`src/rtl/alu_cmd_issuer.sv`:
```
// Command FIFO + issue FSM in front of a combinational ALU, with a registered result stage.
// Optional macro ALU_CMD_BYPASS_EN: commands arriving while idle and empty skip the FIFO.
module alu_cmd_issuer #(
  parameter int unsigned DEPTH  = 4,
  parameter int unsigned DATA_W = 8,
  parameter int unsigned SEL_W  = 4,
  parameter int unsigned RES_W  = 16
) (
  input  logic                     clk,
  input  logic                     rst,
  input  logic                     cmd_valid,
  output logic                     cmd_ready,
  input  logic [DATA_W-1:0]        cmd_a,
  input  logic [DATA_W-1:0]        cmd_b,
  input  logic [SEL_W-1:0]         cmd_sel,
  output logic [DATA_W-1:0]        alu_a,
  output logic [DATA_W-1:0]        alu_b,
  output logic [SEL_W-1:0]         alu_sel,
  input  logic [RES_W-1:0]         alu_out,
  input  logic                     alu_carry,
  output logic                     res_valid,
  input  logic                     res_ready,
  output logic [RES_W-1:0]         res_data,
  output logic                     res_carry,
  output logic                     res_zero,
  output logic [SEL_W-1:0]         res_tag,
  output logic [$clog2(DEPTH):0]   fifo_count
);

  localparam int unsigned PW    = $clog2(DEPTH);
  localparam int unsigned CW    = PW + 1;
  localparam int unsigned ENT_W = 2 * DATA_W + SEL_W;

  typedef enum logic [1:0] {IDLE, DRIVE, HOLD} state_t;

  state_t            state;
  logic [ENT_W-1:0]  mem [DEPTH];
  logic [PW-1:0]     wr_ptr;
  logic [PW-1:0]     rd_ptr;
  logic [CW-1:0]     count;
  logic              push;
  logic              bypass;
  logic              push_fifo;
  logic              do_pop;
  logic [DATA_W-1:0] head_a;
  logic [DATA_W-1:0] head_b;
  logic [SEL_W-1:0]  head_sel;

  // No lookahead: a full FIFO refuses even when the issuer pops the same cycle.
  assign cmd_ready  = (count < CW'(DEPTH));
  assign fifo_count = count;
  assign push       = cmd_valid && cmd_ready;

`ifdef ALU_CMD_BYPASS_EN
  assign bypass = push && (state == IDLE) && (count == '0);
`else
  assign bypass = 1'b0;
`endif

  assign push_fifo = push && !bypass;
  assign do_pop    = (count != '0) && ((state == IDLE) || ((state == HOLD) && res_ready));

  assign {head_a, head_b, head_sel} = mem[rd_ptr];

  always_ff @(posedge clk) begin
    if (push_fifo) begin
      mem[wr_ptr] <= {cmd_a, cmd_b, cmd_sel};
    end
  end

  always_ff @(posedge clk) begin
    if (rst) begin
      state     <= IDLE;
      wr_ptr    <= '0;
      rd_ptr    <= '0;
      count     <= '0;
      alu_a     <= '0;
      alu_b     <= '0;
      alu_sel   <= '0;
      res_valid <= 1'b0;
      res_data  <= '0;
      res_carry <= 1'b0;
      res_zero  <= 1'b0;
      res_tag   <= '0;
    end else begin
      if (push_fifo) begin
        wr_ptr <= wr_ptr + 1'b1;
      end
      if (do_pop) begin
        rd_ptr <= rd_ptr + 1'b1;
      end
      case ({push_fifo, do_pop})
        2'b10:   count <= count + 1'b1;
        2'b01:   count <= count - 1'b1;
        default: count <= count;
      endcase

      case (state)
        IDLE: begin
          if (do_pop) begin
            alu_a   <= head_a;
            alu_b   <= head_b;
            alu_sel <= head_sel;
            state   <= DRIVE;
          end else if (bypass) begin
            alu_a   <= cmd_a;
            alu_b   <= cmd_b;
            alu_sel <= cmd_sel;
            state   <= DRIVE;
          end
        end
        DRIVE: begin
          res_data  <= alu_out;
          res_carry <= alu_carry;
          res_zero  <= (alu_out == '0);
          res_tag   <= alu_sel;
          res_valid <= 1'b1;
          state     <= HOLD;
        end
        HOLD: begin
          if (res_ready) begin
            res_valid <= 1'b0;
            if (do_pop) begin
              alu_a   <= head_a;
              alu_b   <= head_b;
              alu_sel <= head_sel;
              state   <= DRIVE;
            end else begin
              state <= IDLE;
            end
          end
        end
        default: state <= IDLE;
      endcase
    end
  end

endmodule

```
`config.mk`:
```
export PLATFORM = sky130hd
export DESIGN_NAME = alu_cmd_issuer
export DESIGN_NICKNAME = d
export VERILOG_FILES = /design/src/rtl/alu_cmd_issuer.sv
export SDC_FILE = /design/constraint.sdc
export NUM_CORES = 1
export LEC_CHECK = 0
export CAP_MARGIN = 20
export CORE_MARGIN = 8
export CORE_UTILIZATION = 50
export DETAILED_ROUTE_END_ITERATION = 6
export GPL_ROUTABILITY_DRIVEN = 1
export PLACE_DENSITY_LB_ADDON = 0.12
export SLEW_MARGIN = 20
export SYNTH_ARGS = -nofsm -noshare
export SYNTH_HDL_FRONTEND = slang
export SYNTH_SLANG_ARGS = --single-unit
export TNS_END_PERCENT = 5
```
`constraint.sdc`:
```
create_clock -name clk -period 3.1 [get_ports clk]
set_input_delay 0.93 -clock clk [delete_from_list [all_inputs] [get_ports clk]]
set_output_delay 0.93 -clock clk [all_outputs]
set_load 0.005 [all_outputs]
```
# Yosys cells after proc, flatten, opt, wreduce, memory -nomap -nowiden
# Memories as Yosys holds them, arrays and structs flattened. A register that Yosys moved wholly into a read port is not among the register bits.
# Index checks and enable logic that the tools add are counted.
# classes
reduce_logical,13
shifts,0
addsub,4
n_mux,20
magnitude_cmp,1
n_eq_ne,6
multipliers,0
bitwise_logic,0
div,0
# ops
cell,count
8-bit two-way mux,4
8-bit case mux with 2 select lines,2
16-bit zero test,1
2-bit two-way mux,4
4-bit two-way mux,2
4-bit case mux with 2 select lines,1
2-bit case mux with 3 select lines,1
3-bit case mux with 2 select lines,1
2-bit AND reduction,3
2-bit nonzero test,3
2-bit by 1-bit adder with 2-bit output (second input constant),2
2-bit by 1-bit == test with 1-bit output (second input constant),2
2-bit == test (second input constant),2
1-bit two-way mux,4
2-bit inequality test (second input constant),2
3-bit by 1-bit adder with 3-bit output (second input constant),1
1-bit logical AND,3
3-bit < comparator (second input constant),1
3-bit nonzero test,1
3-bit by 1-bit subtractor with 3-bit output (second input constant),1
2-bit zero test,1
1-bit case mux with 2 select lines,1
1-bit logical OR,1
# word_totals
memories,1
word_cells,57
latch_bits,0
out_inout_bits,47
mem_bits_rw,80
mem_bits_ro,0
regBits,52
# mem_list
memory,words,word_bits,rd,rd_ports_with_merged_regs,wr,line_no,rtl
mem,4,20,1,1,1,37,logic [ENT_W-1:0] mem [DEPTH];

# Logic depth before layout (Yosys ltp)
# depth
depth_word,7
depth_mapped,9
mapped_depth_nobuf,8

# Worst setup path before layout
# OpenSTA, ideal clock, no wires.
# synth_timing
path_type,input to register
startpoint,in res_ready
endpoint,reg count[2] (netlist: fifo_count[2])
required_ns,3.030
path_stages,9
setup_time_ns,0.070
n_path_buf,1
arrival_time_ns,2.580
slack_ns,0.449
cell_sequence,nor2b_2 > nor3_1 > buf_2 > ha_1 > inv_1 > fa_1 > xor2_1 > or3_1 > a21oi_1
# synth_between
elab_chain_len,5
word_cells_on_any_way,7
cone_classes,2 x eq/ne; 1 x mux; 4 x reduce/logical
# synth_lines
element,line_no,rtl
start: declaration,22,"input logic res_ready,"
1-bit logical AND *,61,assign do_pop = (count != '0) && ((state == IDLE) || ((state == HOLD) && res_ready));
1-bit logical OR *,61,
1-bit logical AND *,61,
via do_pop,44,logic do_pop;
2-bit by 1-bit == test with 1-bit output or 2-bit == test (tied branches),92,"case ({push_fifo, do_pop})"
3-bit case mux with 2 select lines or 2-bit nonzero test (tied branches),n/a,
end signal: assignment,93,2'b10: count <= count + 1'b1;
end signal: assignment,94,2'b01: count <= count - 1'b1;
end signal: assignment,95,default: count <= count;
end: declaration,40,logic [CW-1:0] count;
# Mark *: on every way through the listed nets, which the timed path passes. The rest lies on a longest branch.
# A chain may end at the register's enable or synchronous reset.

# Worst setup path after layout
# layout_timing
startpoint,in res_ready
endpoint,reg count[2] (netlist: fifo_count[2])
# layout_between
elab_chain_len,5
word_cells_on_any_way,7
cone_classes,2 x eq/ne; 1 x mux; 4 x reduce/logical
# layout_lines
element,line_no
1-bit logical AND *,61
1-bit logical OR *,61
1-bit logical AND *,61
2-bit by 1-bit == test with 1-bit output or 2-bit == test (tied branches),92
3-bit case mux with 2 select lines or 2-bit nonzero test (tied branches),n/a
# Mark *: on every way between the ends. The rest lies on a longest branch, timed or not.

==> results.rst <==
.. list-table::
   :header-rows: 1

   * - Metric
     - Value
   * - Clock H-tree levels
     - 4
   * - Number of inserted diodes
     - 0
   * - Worst Max-Slew Pin Slew
     - between 1 and 1.5 ns
   * - Number of remaining DRC errors
     - 0
   * - Initial core utilization
     - about 51%
   * - CTS tree
     - done
   * - Leakage power total
     - 2.22 nW
   * - Antenna violations before repair
     - 0
   * - Placeable core region
     - 9770 sq um
   * - Final number of hold-violating endpoints
     - 0
   * - Synth Area per Inst
     - approximately 15 sq um
   * - Min cycle time layout
     - between 2 and 3 ns
   * - Die Height
     - 116 um
   * - Dominant cells by area after synthesis
     - edfxtp_1 (48%), dfxtp_1 (22%), mux4_2 (9.0%), o2bb2ai_1 (3.5%), nand2_1 (3.2%)
   * - Async set-reset flop share out of synthesis
     - 0%
   * - Maximum number of pins on one net before global-route repair
     - 55
   * - Count of antenna-violating nets left after detailed routing
     - 0
   * - Number of optimization iterations in the first detailed-route pass
     - 5
   * - Worst hold slack across all endpoints
     - 0.454 ns
   * - Pins over their slew limit
     - 0
   * - Max clock buf depth
     - 2
   * - Crit path max fanout
     - 6
   * - Placed cell area
     - just over 6000 sq um
   * - Global-route wire length before repair
     - 15700 um
   * - Pre-CTS setup slack
     - between 0.02 and 0.03 ns
   * - Floorplan die width
     - around 120 um
   * - Number of gates resized after cts
     - 0
   * - Power Dens Cells
     - between 900 and 1000 nW/um^2
   * - Nets
     - 481
   * - Syn. warnings
     - 0
   * - Inserted Clock Buffers
     - 17
   * - DRT iter0 DRCs
     - between 150 and 200
   * - Final WL
     - slightly above 10000 um
   * - # clock sinks
     - ~130
   * - Source of the worst hold timing path
     - res_data[3]$_SDFFE_PP0P_
   * - Clock Tree Root
     - clkbuf_8
   * - Critical Setup Path Class
     - in2reg
   * - Syn Std Cell Area
     - approximately 5000 sq um
   * - Most common library cell in the layout ignoring fill and taps
     - clkdlybuf4s50_1
   * - FMAX
     - approximately 390 MHz
   * - Placement Rows
     - 36
   * - Port Buffers
     - slightly below 90
   * - Later-pin clock latency in the skew report
     - 0.51 ns
   * - Final HPWL from detailed placement
     - approximately 6700 um
   * - Number of filler instances in the final layout
     - ~700
   * - Count of buffers added by post-CTS timing repair for setup
     - 0
   * - Count of state elements after synthesis
     - roughly 130
   * - Area share of the leading cell type in the synthesized netlist
     - a little under half
   * - Length in cells of the worst reg-to-reg path
     - 8
   * - Post-cts hold buffer count
     - 0
   * - Synthesized netlist cell count
     - approximately 340
   * - Commonest cells after routing, fill and taps aside
     - clkdlybuf4s50_1 (86), edfxtp_1 (80), dfxtp_1 (54)
   * - Relative slew margins
     - a little under a third
   * - TNS Setup
     - 0 ns
   * - Status
     - completed
   * - Clock transition at the register clock pins on the worst setup and hold paths after CTS
     - 0.06 ns
   * - Worst setup slack after layout
     - a little over 0.5 ns
   * - Routed via count divided by cell count
     - 5.19
   * - Required time of the critical path
     - between 3 and 4 ns
   * - Cell variety after synth
     - 33
   * - Worst hold-check path type
     - reg2reg
   * - Number of maximum-capacitance constraint violations
     - 0
   * - Seq/Total Area, Yosys
     - between 60% and 70%
   * - Routed wirelength normalized by instance count
     - around 18 um
   * - Worst reg2reg startpoint
     - fifo_count[2]$_SDFFE_PP0P_
   * - Number of primary I/O pins
     - between 80 and 90
   * - Number of flops mapped to enable cells by yosys
     - 80
   * - Post-synthesis net count
     - roughly 380
   * - Worst vdd ir
     - roughly 430 uV
   * - Global route overflow
     - 0
   * - Post-layout instance area
     - roughly 6700 sq um
   * - Fraction of final layout cells with drive strength greater than 1
     - ~15%
   * - Number of instances on the worst hold path
     - 2
   * - Startpoint of the most critical setup path
     - res_ready
   * - Synth area leader
     - edfxtp_1
   * - Worst setup skew after layout
     - about 0.0065 ns
   * - DIE AREA
     - roughly 13000 sq um
   * - RSZ-0062 raised after global routing
     - false
   * - Final estimated routing congestion in global placement
     - ~0.77
   * - CP endpoint kind
     - flip-flop
   * - Via count
     - between 3000 and 4000
   * - Predominant post-synthesis flop cell
     - edfxtp_1
   * - Area growth from synthesis to layout
     - 33.1%
   * - Setup violations, final
     - 0
   * - Critical Path Start Type
     - input pin
   * - Share of the cycle needed by the critical path after routing
     - between 80 and 90%
   * - Number of global-route vias before repair
     - slightly above 3000
   * - Total Routing Usage GR
     - between 10% and 20%
   * - Crit path DAT
     - 3.02 ns
[layout make-up]
type	count	area [sq um]	area share, %
Clock buffer	20	425	6.37
Multi-Input combinational cell	176	1420	21.2
Clock inverter	12	176	2.64
Timing Repair Buffer	98	986	14.8
Tap cell	133	166	2.49
Inverter	7	26.3	0.393
Sequential cell	134	3480	52.2
[Yosys cell counts (2+ instances only)]
cell type and n:
edfxtp_1 80, dfxtp_1 54, nand2_1 43, a21oi_1 27
nand2b_1 22, mux4_2 20, o2bb2ai_1 20, buf_2 13
inv_1 7, nor2_1 7, clkbuf_1 5, ha_1 5
and2_1 4, nor3_1 3, nor4_1 3, and2b_1 2
buf_4 2, nand3_1 2, nor2b_1 2, o21ai_0 2
xor2_1 2
[flip-flops by register name (all words and copies together), names as in the netlist, named ones only]
| name | count |
|---|---|
| mem | 80 |
| wr_ptr | 2 |
| alu_a | 8 |
| alu_b | 8 |
| res_valid | 1 |
| alu_sel | 4 |
| res_tag | 4 |
| state | 2 |
| res_zero | 1 |
| fifo_count | 3 |
| res_carry | 1 |
| rd_ptr | 2 |
| res_data | 16 |
[metrics by stage]
| step | util [%] | power (W) | instances |
|---|---|---|---|
| final | 68.3 | 0.00604 | 580 |
| after global routing | 68.3 | 0.00635 | 580 |
| after CTS | 68.3 | 0.00612 | 580 |
| after detailed placement | 62.2 | 0.00408 | 548 |
| after global placement | 62.2 | 0.00404 | 548 |
| after floorplan | - | 0.00335 | 337 |
[logic make-up (layout without fill, tap and decap cells)]
group,count (synthesis),after routing,synth area share (%)
AOI/OAI and AO/OA,50,50,6.53
xor gates and xnor gates,3,3,0.524
adders and majority gates,6,6,1.65
buffers and inverters,27,137,2.49
DFF,134,134,69.4
muxes,22,22,9.40
and+or+nand+nor,95,95,10.0
[path summary, 6_finish.rpt]
path,end,slack (ns)
min reg2reg,res_data[3]$_SDFFE_PP0P_,0.45
max,fifo_count[2]$_SDFFE_PP0P_,0.50
max reg2reg,fifo_count[2]$_SDFFE_PP0P_,0.91
min,res_data[3]$_SDFFE_PP0P_,0.45
[critical path, stage by stage]
cell and delay (ns):
clkdlybuf4s50_1 0.50, nor2b_2 0.09, nor3_2 0.17, ha_1 0.23, inv_1 0.08, fa_1 0.37
xor2_1 0.16, or3_1 0.30, a21oi_1 0.18
[where the power goes]
group          internal, W  switching, W  total, W  leakage, nW
registers          0.00225      0.000253   0.00250         1.17
clock network      0.00131      0.000717   0.00202        0.280
logic             0.000868      0.000647   0.00152        0.768
total              0.00443       0.00162   0.00604         2.22
[routing by layer]
layer	share of wire [%]	GRT usage (%)	vias to the layer above	wire (um)
met5	0	0	-	0
li1	-	-	1444	-
met1	43	18.4	1469	4390
met3	7.8	5.84	8	796
met4	0.75	5.19	0	76
met2	48	25.8	91	4930
(Power assumes the default switching activity.)
==> patch 1: new RTL, same settings <==
The parameter `DATA_W` goes from 8 to 9.
--- a/src/rtl/alu_cmd_issuer.sv
+++ b/src/rtl/alu_cmd_issuer.sv
@@ -2,7 +2,7 @@
 // Optional macro ALU_CMD_BYPASS_EN: commands arriving while idle and empty skip the FIFO.
 module alu_cmd_issuer #(
   parameter int unsigned DEPTH  = 4,
-  parameter int unsigned DATA_W = 8,
+  parameter int unsigned DATA_W = 9,
   parameter int unsigned SEL_W  = 4,
   parameter int unsigned RES_W  = 16
 ) (
Interface: changed (resized alu_a, alu_b, cmd_a and cmd_b); port bits go from 88 to 92. The function was not compared with the original's and may differ.
==> patch 1 against the original RTL <==
Core utilization fell by 1.3 points; wire length rose by 11%; area after synthesis rose by 7.7%; power rose by 9.5%; global-route usage rose by 0.91 points; final area rose by 7.3%; clock power rose by 15%; worst setup slack improved by 120 ps; clock skew rose by 6.2 ps; sequential cell count rose by 10; largest cell class unchanged.
==> patch 1: results (changes against the original RTL) <==
GP Congestion = 0.736 (was 0.768)
Post-Route WL = 11300 µm (was 10200 µm)
IO Port Bufs = 91 (was 87)
Placed cells = 577 (was 548)
# nets final = 505 (was 481)
Synth unique cells = 35 (was 33)
VDD IR-drop max = 0.505 mV (was 0.429 mV)
Outcome = complete, no violations (unchanged)
Vias per std cell = 5.27 (was 5.19)
Sequential area share after synthesis = 0.696 (was 0.694)
Top cells by area, synth = edfxtp_1 (49%), dfxtp_1 (21%), mux4_2 (8.8%) (was edfxtp_1 (48%), dfxtp_1 (22%), mux4_2 (9.0%))
Critical path arrival = 2920 ps (was 3020 ps)
Top flop regs = mem (88), res_data (16) (was mem (80), res_data (16))
Leakage = 2.40 nW (was 2.22 nW)
DRT iter0 DRCs = 177 (was 183)
Hpwl dp = 7090 µm (was 6660 µm)
First-pass GRT wire length = 18000 µm (was 15700 µm)
Synth top cells by count = edfxtp_1 (88), dfxtp_1 (56), nand2_1 (43), a21oi_1 (27), nand2b_1 (24) (was edfxtp_1 (80), dfxtp_1 (54), nand2_1 (43), a21oi_1 (27), nand2b_1 (22))
Clock skew = 12.7 ps (was 6.53 ps)
Pin count of the biggest net entering global routing = 33 (was 55)
CP peak stage delay = 500 ps (about the same)
Share of layout cells above drive strength 1 = 0.158 (was 0.145)
Maximum clock path buffer count = 2 (unchanged)
Net Sw Frac = 0.262 (was 0.268)
Vias in the first global route = 3302 (was 3107)
R2r setup slk = 950 ps (was 910 ps)
Layout area overhead = 32.6% (was 33.1%)
Finished Layout Cells = 609 (was 580)
Global-route usage over all layers = 0.165 (was 0.156)
DRT Pass-1 Iters = 4 (was 5)
## patch 1: cells by family after synthesis
group | synth area share
DFF | 0.696
and+or+nand+nor | 0.0961
AOI/OAI and AO/OA | 0.0639
buffers and inverters | 0.0273
muxes | 0.0963
adders and majority gates | 0.0153
xor gates and xnor gates | 0.00486
## patch 1: worst paths after layout
check | endpoint | cells after the start | startpoint
max | fifo_count[2]$_SDFFE_PP0P_ | 9 | res_ready
min | res_data[3]$_SDFFE_PP0P_ | 2 | res_data[3]$_SDFFE_PP0P_
max reg2reg | fifo_count[2]$_SDFFE_PP0P_ | 8 | fifo_count[2]$_SDFFE_PP0P_
min reg2reg | res_data[3]$_SDFFE_PP0P_ | 2 | res_data[3]$_SDFFE_PP0P_
## patch 1: stage by stage
stage               worst slack (ps)  hold slack [ps]
finish                           625              453
global route                     518              471
CTS                              610              456
detailed placement               112              448
global placement                 168              441
floorplan                        449              453
## patch 1: power groups by stage
stage	sequential (mW)	clock, mW	combinational, mW
4_1_cts	2.67	2.36	1.67
5_1_grt	2.72	2.44	1.79
2_1_floorplan	2.64	0	0.973
3_5_place_dp	2.71	0	1.65
3_3_place_gp	2.69	0	1.63
6_report	2.67	2.32	1.63
## patch 1: layout make-up
| type | instances | share of cell area |
|---|---|---|
| timing repair buffer | 104 | 0.140 |
| multi-input combinational | 182 | 0.209 |
| clock buffer | 22 | 0.0705 |
| clock inverter | 10 | 0.0267 |
| inverter | 7 | 0.00367 |
| tap | 140 | 0.0244 |
| sequential | 144 | 0.525 |
## patch 1: worst max-delay path: cells and delay by family
family | cells | cell delay (ps)
adders and majority gates | 2 | 580
buffers and inverters | 2 | 560
and+or+nand+nor | 3 | 550
xor gates and xnor gates | 1 | 160
AOI/OAI and AO/OA | 1 | 140
## patch 1: layer usage
metal  track usage  vias up  wire length (µm)
li1              -     1521                 -
met1         0.196     1586              4690
met2         0.270       96              5700
met3        0.0573        4               797
met4        0.0679        0                78
met5             0        -                 0
==> patch 2: new RTL, config.mk and constraints unchanged <==
Without the edit above. The 3 states of `state_t` get a one-hot encoding in 3 bits.
--- a/src/rtl/alu_cmd_issuer.sv
+++ b/src/rtl/alu_cmd_issuer.sv
@@ -31,7 +31,7 @@
   localparam int unsigned CW    = PW + 1;
   localparam int unsigned ENT_W = 2 * DATA_W + SEL_W;
 
-  typedef enum logic [1:0] {IDLE, DRIVE, HOLD} state_t;
+  typedef enum logic [2:0] {IDLE = 3'b001, DRIVE = 3'b010, HOLD = 3'b100} state_t;
 
   state_t            state;
   logic [ENT_W-1:0]  mem [DEPTH];
Formal check against the unedited RTL: no difference found for any inputs over 4 cycles, from zero or initial values and one cycle with rst high; so few cycles prove little.
==> patch 2 against the original RTL <==
Power shrank 2.6%; sequential share of layout area grew 0.52 points; area after synthesis shrank 1.1%; wire length grew 1.6%; hold slack lost 0.56 ps; cell count grew 6.4%; final area shrank 0.41%; sequential cell count grew 1; worst setup slack lost 50 ps; sequential power shrank 4%; combinational power shrank 5%; critical path depth grew 1; global-route usage grew 0.84 points.
==> patch 2: results (changes against the original RTL) <==
Outcome = complete, no violations (unchanged)
Dpl ws = -54.0 ps (was 29.3 ps)
Vias per std cell = 5.07 (was 5.19)
Crit path max fanout = 2 (was 6)
FILL cells = 692 (was 696)
Fraction of area in multi-input gates = 0.200 (was 0.212)
# nets final = 518 (was 481)
Share of layout cells above drive strength 1 = 0.147 (was 0.145)
First-pass GRT wire length = 16600 µm (was 15700 µm)
Reg2Reg Depth = 9 (was 8)
Global-route usage over all layers = 0.164 (was 0.156)
Synth Net Count = 414 (was 384)
Multi-input gate count = 202 (was 176)
Post-Route WL = 10300 µm (was 10200 µm)
Post-Synth XOR/XNOR Area = 0.00529 (was 0.00524)
Clk cell area share = 0.0918 (was 0.0901)
Syn Area/Cell = 13.5 µm² (was 14.9 µm²)
Leakage = 2.27 nW (was 2.22 nW)
Seq pwr = 2.41 mW (was 2.50 mW)
Total power = 5.89 mW (was 6.04 mW)
Pin count of the biggest net entering global routing = 55 (unchanged)
Register Area = 3500 µm² (was 3480 µm²)
GP Congestion = 0.803 (was 0.768)
WHS = 453 ps (was 454 ps)
Synth unique cells = 28 (was 33)
Cell internal pwr = 4.26 mW (was 4.43 mW)
Synth top cells by count = nand2_1 (88), edfxtp_1 (80), dfxtp_1 (55), a21oi_1 (50), mux4_2 (20) (was edfxtp_1 (80), dfxtp_1 (54), nand2_1 (43), a21oi_1 (27), nand2b_1 (22))
Core Util, Final = 0.687 (was 0.683)
CP peak stage delay = 480 ps (was 500 ps)
Multiplexer share of the synthesized area = 0.0907 (was 0.0940)
Sequential area share after synthesis = 0.706 (was 0.694)
Finished Layout Cells = 617 (was 580)
Placed cells = 585 (was 548)
Post-Layout Inst Area = 6650 µm² (was 6680 µm²)
VDD IR-drop max = 0.483 mV (was 0.429 mV)
Crit path max-delay family = buffers and inverters (was adder cells)
Area after DPL = 6040 µm² (was 6080 µm²)
Buffers outside the clock class = 105 (was 98)
Top cells by area, synth = edfxtp_1 (48%), dfxtp_1 (22%), mux4_2 (9.1%) (was edfxtp_1 (48%), dfxtp_1 (22%), mux4_2 (9.0%))
Crit path from = res_ready (unchanged)
Synthesized flop and latch total = 135 (was 134)
Inverters = 10 (was 7)
Data buffer area share = 0.150 (was 0.148)
Critical path arrival = 3090 ps (was 3020 ps)
Hold endpoint = alu_a[6]$_SDFFE_PP0P_ (was res_data[3]$_SDFFE_PP0P_)
Hpwl dp = 6710 µm (was 6660 µm)
Compound-Gate Fraction of Synth Area = 0.0570 (was 0.0653)
Reg2reg end = fifo_count[2]$_SDFFE_PP0P_ (unchanged)
DRT iter0 DRCs = 156 (was 183)
HP Start = alu_a[6]$_SDFFE_PP0P_ (was res_data[3]$_SDFFE_PP0P_)
Vias in the first global route = 3266 (was 3107)
Slew HR = 0.469 (was 0.314)
Post-Synth Adder-Cell Area = 0.0166 (was 0.0165)
Post-synthesis async set-or-reset flop share = 0 (unchanged)
Clock skew = 13.0 ps (was 6.53 ps)
DRT Pass-1 Iters = 4 (was 5)
==> patch 2: cell count changes after synthesis, moves of 7 or more <==
cell,delta
a21oi_1,+23
buf_2,-7
clkbuf_1,+7
nand2_1,+45
nand2b_1,-21
o2bb2ai_1,-20
==> patch 2: metal layers <==
layer	part of all wire	wire length, µm	GRT usage	vias up
met5	0	0	0	-
met4	0.014	150	0.0726	0
met3	0.077	802	0.0563	12
met2	0.49	5040	0.278	99
met1	0.42	4360	0.186	1498
li1	-	-	-	1522
==> patch 2: how the worst max path moves through the flow <==
stage,end,slack [ps],cells after the start
2_1_floorplan,fifo_count[2]$_SDFFE_PP0P_,320,10
3_3_place_gp,fifo_count[2]$_SDFFE_PP0P_,20,10
3_5_place_dp,fifo_count[2]$_SDFFE_PP0P_,-50,10
4_1_cts,fifo_count[2]$_SDFFE_PP0P_,480,10
5_1_grt,fifo_count[2]$_SDFFE_PP0P_,380,10
6_report,fifo_count[2]$_SDFFE_PP0P_,450,10
